## config.mk

```make
export PLATFORM = sky130hd
export DESIGN_NAME = z80_im2_int_ctrl
export DESIGN_NICKNAME = d
export VERILOG_FILES = /design/src/rtl/z80_int_pkg.sv /design/src/rtl/int_prio_enc.sv /design/src/rtl/z80_im2_int_ctrl.sv
export SDC_FILE = /design/constraint.sdc
export NUM_CORES = 1
export LEC_CHECK = 0
export ABC_AREA = 1
export CORE_AREA = 2 2 75 77
export DETAILED_ROUTE_END_ITERATION = 7
export DIE_AREA = 0 0 77 79
export GPL_TIMING_DRIVEN = 0
export PLACE_DENSITY = 0.62
export SETUP_SLACK_MARGIN = 0.1
export SYNTH_ARGS = -nofsm -noshare
export SYNTH_HDL_FRONTEND = slang
export SYNTH_SLANG_ARGS = --single-unit
```

## constraint.sdc

```tcl
create_clock -name clk -period 1.3 [get_ports clk]
set_input_delay 0.325 -clock clk [delete_from_list [all_inputs] [get_ports clk]]
set_output_delay 0.325 -clock clk [all_outputs]
set_load 0.01 [all_outputs]
```

## src/rtl/z80_int_pkg.sv

```systemverilog
// rtl/z80_int_pkg.sv - shared types and constants for the IM2 interrupt controller
package z80_int_pkg;

    typedef enum logic [1:0] {
        IDLE = 2'd0,
        REQ  = 2'd1,
        ACK  = 2'd2
    } intState_e;

    localparam logic [1:0] REG_VEC  = 2'd0;
    localparam logic [1:0] REG_MASK = 2'd1;
    localparam logic [1:0] REG_EOI  = 2'd2;

    // Low nibble of the vector handed out when an acknowledge finds nothing to serve
    localparam logic [3:0] SPURIOUS_LO = 4'b1110;

endpackage

```

## src/rtl/int_prio_enc.sv

```systemverilog
// rtl/int_prio_enc.sv - strict-priority source picker that honours in-service nesting
module int_prio_enc #(
    parameter int N_SRC = 4
) (
    input  logic [N_SRC-1:0] req,
    input  logic [N_SRC-1:0] isr,
    output logic             valid,
    output logic [1:0]       idx
);

    logic blocked;

    // Walk from source 0 upward; once an in-service bit is seen nothing at or below it may win
    always_comb begin
        valid   = 1'b0;
        idx     = 2'd0;
        blocked = 1'b0;
        for (int i = 0; i < N_SRC; i++) begin
            blocked = blocked | isr[i];
            if (!valid && req[i] && !blocked) begin
                valid = 1'b1;
                idx   = 2'(i);
            end
        end
    end

endmodule

```

## src/rtl/z80_im2_int_ctrl.sv

```systemverilog
// rtl/z80_im2_int_ctrl.sv - Z80 mode-2 vectored interrupt controller at I/O ports IO_BASE..+3
module z80_im2_int_ctrl
    import z80_int_pkg::*;
#(
    parameter int          N_SRC   = 4,
    parameter logic [7:0]  IO_BASE = 8'h84
) (
    input  logic             clk,
    input  logic             reset,
    input  logic             cpu_m1_n,
    input  logic             cpu_iorq_n,
    input  logic             cpu_rd_n,
    input  logic             cpu_wr_n,
    input  logic [7:0]       cpu_addr,
    input  logic [7:0]       cpu_dout,
    input  logic [N_SRC-1:0] irq_n,
    output logic             int_n,
    output logic [7:0]       data_out,
    output logic             data_oe
);

    // Bus decode; cpuClock is derived from clk so strobes are used unsynchronised
    logic sel, ack, ioRd, ioWr;
    assign sel  = (cpu_addr[7:2] == IO_BASE[7:2]);
    assign ack  = !cpu_m1_n && !cpu_iorq_n;
    assign ioRd = !cpu_iorq_n && !cpu_rd_n && cpu_m1_n && sel;
    assign ioWr = !cpu_iorq_n && !cpu_wr_n && sel;

    logic [N_SRC-1:0] irqMeta, irqSync;
    logic             ackPrev, wrPrev;
    logic [3:0]       vecBase;
    logic [N_SRC-1:0] mask;
    logic [N_SRC-1:0] isr;
    intState_e        state;
    logic             intNReg;
    logic             ackOe;
    logic [7:0]       vecOut;

    // Device lines are asynchronous to clk: two-flop synchroniser, idle high
    always_ff @(posedge clk or posedge reset) begin
        if (reset) begin
            irqMeta <= '1;
            irqSync <= '1;
        end else begin
            irqMeta <= irq_n;
            irqSync <= irqMeta;
        end
    end

    logic [N_SRC-1:0] pending, req;
    assign pending = ~irqSync;
    assign req     = pending & mask;

    // Previous strobe levels so a long bus cycle acts only on its first clk
    always_ff @(posedge clk or posedge reset) begin
        if (reset) begin
            ackPrev <= 1'b0;
            wrPrev  <= 1'b0;
        end else begin
            ackPrev <= ack;
            wrPrev  <= ioWr;
        end
    end

    logic wrRise, ackRise, eoiStrobe;
    assign wrRise    = ioWr && !wrPrev;
    assign ackRise   = ack && !ackPrev;
    assign eoiStrobe = wrRise && (cpu_addr[1:0] == REG_EOI);

    // Vector base and mask registers, written once per I/O write cycle
    always_ff @(posedge clk or posedge reset) begin
        if (reset) begin
            vecBase <= 4'h0;
            mask    <= '0;
        end else if (wrRise) begin
            if (cpu_addr[1:0] == REG_VEC)
                vecBase <= cpu_dout[7:4];
            else if (cpu_addr[1:0] == REG_MASK)
                mask <= cpu_dout[N_SRC-1:0];
        end
    end

    logic       candValid;
    logic [1:0] candIdx;

    int_prio_enc #(
        .N_SRC (N_SRC)
    ) u_prio (
        .req   (req),
        .isr   (isr),
        .valid (candValid),
        .idx   (candIdx)
    );

    // EOI drops the highest-priority in-service bit (lowest set bit)
    logic [N_SRC-1:0] isrAfterEoi, isrWithWin;
    logic [7:0]       ackVec, spurVec;
    assign isrAfterEoi = eoiStrobe ? (isr & (isr - N_SRC'(1))) : isr;
    assign isrWithWin  = isrAfterEoi | (N_SRC'(1) << candIdx);
    assign ackVec      = {vecBase, 1'b0, candIdx, 1'b0};
    assign spurVec     = {vecBase, SPURIOUS_LO};

    // Request / acknowledge sequencer; owns int_n, the latched vector and the in-service set
    always_ff @(posedge clk or posedge reset) begin
        if (reset) begin
            state   <= IDLE;
            intNReg <= 1'b1;
            ackOe   <= 1'b0;
            vecOut  <= 8'h00;
            isr     <= '0;
        end else begin
            isr <= isrAfterEoi;
            case (state)
                IDLE: begin
                    if (ackRise) begin
                        vecOut <= spurVec;
                        ackOe  <= 1'b1;
                        state  <= ACK;
                    end else if (candValid) begin
                        intNReg <= 1'b0;
                        state   <= REQ;
                    end
                end
                REQ: begin
                    if (ackRise) begin
                        intNReg <= 1'b1;
                        ackOe   <= 1'b1;
                        state   <= ACK;
                        if (candValid) begin
                            isr    <= isrWithWin;
                            vecOut <= ackVec;
                        end else begin
                            vecOut <= spurVec;
                        end
                    end else if (!candValid) begin
                        intNReg <= 1'b1;
                        state   <= IDLE;
                    end
                end
                ACK: begin
                    if (!ack) begin
                        ackOe <= 1'b0;
                        state <= IDLE;
                    end
                end
                default: begin
                    intNReg <= 1'b1;
                    ackOe   <= 1'b0;
                    state   <= IDLE;
                end
            endcase
        end
    end

    // Register read mux; reserved offset reads all ones
    logic [7:0] regRdData;
    always_comb begin
        regRdData = 8'hFF;
        case (cpu_addr[1:0])
            REG_VEC:  regRdData = 8'(pending);
            REG_MASK: regRdData = 8'(mask);
            REG_EOI:  regRdData = 8'(isr);
            default:  regRdData = 8'hFF;
        endcase
    end

    assign int_n    = intNReg;
    assign data_oe  = ioRd || ackOe;
    assign data_out = ioRd ? regRdData : vecOut;

endmodule

```

==> metrics.md <==
| Metric | Value |
|---|---|
| Setup violators final | 9 |
| CP delay by family, top | simple AND/OR/NAND/NOR gates |
| Worst min path class | in -> reg |
| Via density | approximately 4.4 |
| Layout cells sized above 1 | 43.62% |
| Final cell count without fillers | around 320 |
| Max_cap viols | 0 |
| Setup ws final | -0.3067 ns |
| Largest vdd supply drop | 560.1 uV |
| Final ANT Viol Nets | 0 |
| CP Launch Type | primary input |
| CTS clk-pin slew, worst paths | 0.06 ns |
| Yosys reg bits | 33 |
| GP Congestion | 0.7460 |
| Post-placement setup slack | -1.381 ns |
| RSZ-0062 raised after global routing | yes |
| Final hold slack | 0.2532 ns |
| PortBufs | 35 |
| Crit path max fanout | 4 |
| Core ar. | between 5000 and 6000 um2 |
| Root Driver | clkbuf_8 |
| Period utilization | 123.6% |
| Initial Util | 29.02% |
| PD cells | about 1100 nW/um2 |
| TritonCTS Sinks | 33 |
| WS Path Type | in -> out |
| CTS tree | built |
| Fin Setup TNS | -2.477 ns |
| # IOs | 36 |
| CP most frequent cell | buf_6 |
| Total CTS buffers | 5 |
| Multi-input gate area | 769.5 um2 |
| Final Instance Area | 2422 um2 |
| Full die area | roughly 6100 um2 |
| Slew @ Worst Pin | 0.6860 ns |
| Critical Path RT | roughly 0.98 ns |
| Antenna cells | 0 |
| Register area share after synthesis | 54.04% |
| Max-slew violation count | 0 |
| GRT Total Usage | a little over an eighth |
| Netlist cell types | 23 |
| Crit. End Element | output pin |
| Clk Latency, worst-skew pair | 0.29 ns |
| Post-synth EDFFs | 0 |
| Initial DRC count | between 40 and 50 |
| Failing checks | negative setup slack |
| Area growth, synth to finish | 56.38% |
| Synth Area per Inst | roughly 8.5 um2 |
| Vias in the first global route | roughly 1400 |
| Maximum clock rate | between 0.6 and 0.7 GHz |
| Worst-path cell chain | buf_6 > nor3b_4 > nand4_4 > buf_6 > inv_6 > nand3_4 > o21ai_4 > buf_6 |
| Main synth FF type | dfrtp_1 |
| Die height | 79 um |
| Post-Route WL | 3719 um |
| Filler cells | approximately 550 |
| Synthesized netlist net count | 209 |
| Cell area after placement | between 2000 and 2500 um2 |
| DR vias | between 1000 and 1500 |
| H-tree depth | 2 |
| CP Data Arrival Time | 1.28 ns |
| Nets | 268 |
| Largest net degree at the start of global routing | 34 |
| Mapped Area | 1549 um2 |
| Slowest stage cell on the critical path | nor3b_4 |
| Die X | 77 um |
| Relative max-transition margin | 54.17% |
| CTS max path bufs | 2 |
| Clk_skew | 0.005933 ns |
| Final Hold Vio Count | 0 |
| Overall power | 2.571 mW |
| Ys Warns | 0 |
| TritonRoute pass-1 iters | 4 |
| DRC Markers | 0 |
| Status | complete, but fails checks |
| Tmin final | 1.607 ns |
| Synth async-reset ratio | 100.0% |
| Reg area | 837.1 um2 |
| Max incr delay on CP | 0.22 ns |
| Rows | 27 |
| First-pass GRT wire length | approximately 6500 um |
| Cells after Synth | 183 |
| Initial antenna violation count | 0 |
| GR Overflow Total | 0 |
| Post-DP HPWL | ~2600 um |
| Wirelength per Cell | 11.81 um |
| LEAKAGE | 1.113 nW |
| Layout Utilization | 45.38% |
| Worst path bufs/invs | 4 |
| Placed Cells | 290 |
layout make-up:
cell class | count | share of cell area (%)
clock buffer | 7 | 3.977
clock inverter | 1 | 0.2066
inverter | 36 | 5.940
multi-input combinational | 114 | 31.77
sequential | 33 | 34.56
tap | 72 | 3.719
timing repair buffer | 52 | 19.83
final timing paths:
kind | startpoint | end | slack [ns] | cells past startpoint
max in group asynchronous | reset | mask[3] | 0.42 | 2
setup / recovery | cpu_rd_n | data_out[7] | -0.31 | 8
setup reg to reg | irqSync[0] | isr[3] | 0.02 | 6
hold reg to reg | irqMeta[0] | irqSync[0] | 0.35 | 0
min in group asynchronous | reset | mask[0] | 0.49 | 2
hold / removal | cpu_m1_n | ackPrev | 0.25 | 2
what timing repair did:
item                                    in CTS  in global routing
hold buffers                                 0                  0
endpoints found under the setup margin      66                 27
setup buffers                               14                  5
gates resized for setup                    125                 29
pin swaps                                   27                 19
placed cells by master, fill, tap and decap left out, types with 9 or more instances in the layout:
cell and instances:
buf_4 12, buf_6 16, clkdlybuf4s50_1 13, dfrtp_1 24, dfstp_2 9, inv_1 24
inv_2 10, nand2_1 35, nor2_4 11, o21ai_0 10, o21ai_1 15
sequential cells by signal, summed over array words and instances (netlist names):
name	flops
ackOe	1
ackPrev	1
int_n	1
irqMeta	4
irqSync	4
isr	4
mask	4
state	2
vecBase	4
vecOut	7
wrPrev	1
Yosys cell counts (2+ instances only):
cell,n,area [um2]
a21oi_1,3,15.01
dfrtp_1,24,600.6
dfstp_2,9,236.5
inv_1,35,131.4
nand2_1,42,157.7
nand3_1,7,35.03
nand4_1,2,12.51
nor2_1,15,56.30
nor2_4,2,22.52
o21ai_0,26,130.1
o21ai_1,5,25.02
o31ai_1,2,15.01
power breakdown:
part	internal [mW]	total [mW]	switching [mW]
Sequential	1.14	1.18	0.0452
Combinational	0.285	0.549	0.263
Clock	0.478	0.837	0.360
cells by family after synthesis:
logic type      Yosys count  share of synthesized area [%]
simple gates             76                          24.31
compound gates           38                          12.92
buf+inv                  36                          8.724
flops                    33                          54.04
per-layer routing:
layer,wire [um],GRT usage (%),part of all wire [%],vias to the layer above
met3,156,3.750,4.2,6
met4,68,5.893,1.8,0
met5,0,0,0,-
li1,-,-,-,700
met2,1934,23.95,52,29
met1,1560,15.55,42,650
worst reg2reg max path: cells and delay by family, from the launching register on:
| kind | cells | cell delay, ns |
|---|---|---|
| buf+inv | 1 | 0.04 |
| flops | 1 | 0.52 |
| simple gates | 4 | 0.45 |
| compound gates | 1 | 0.18 |
(Power assumes the default switching activity.)
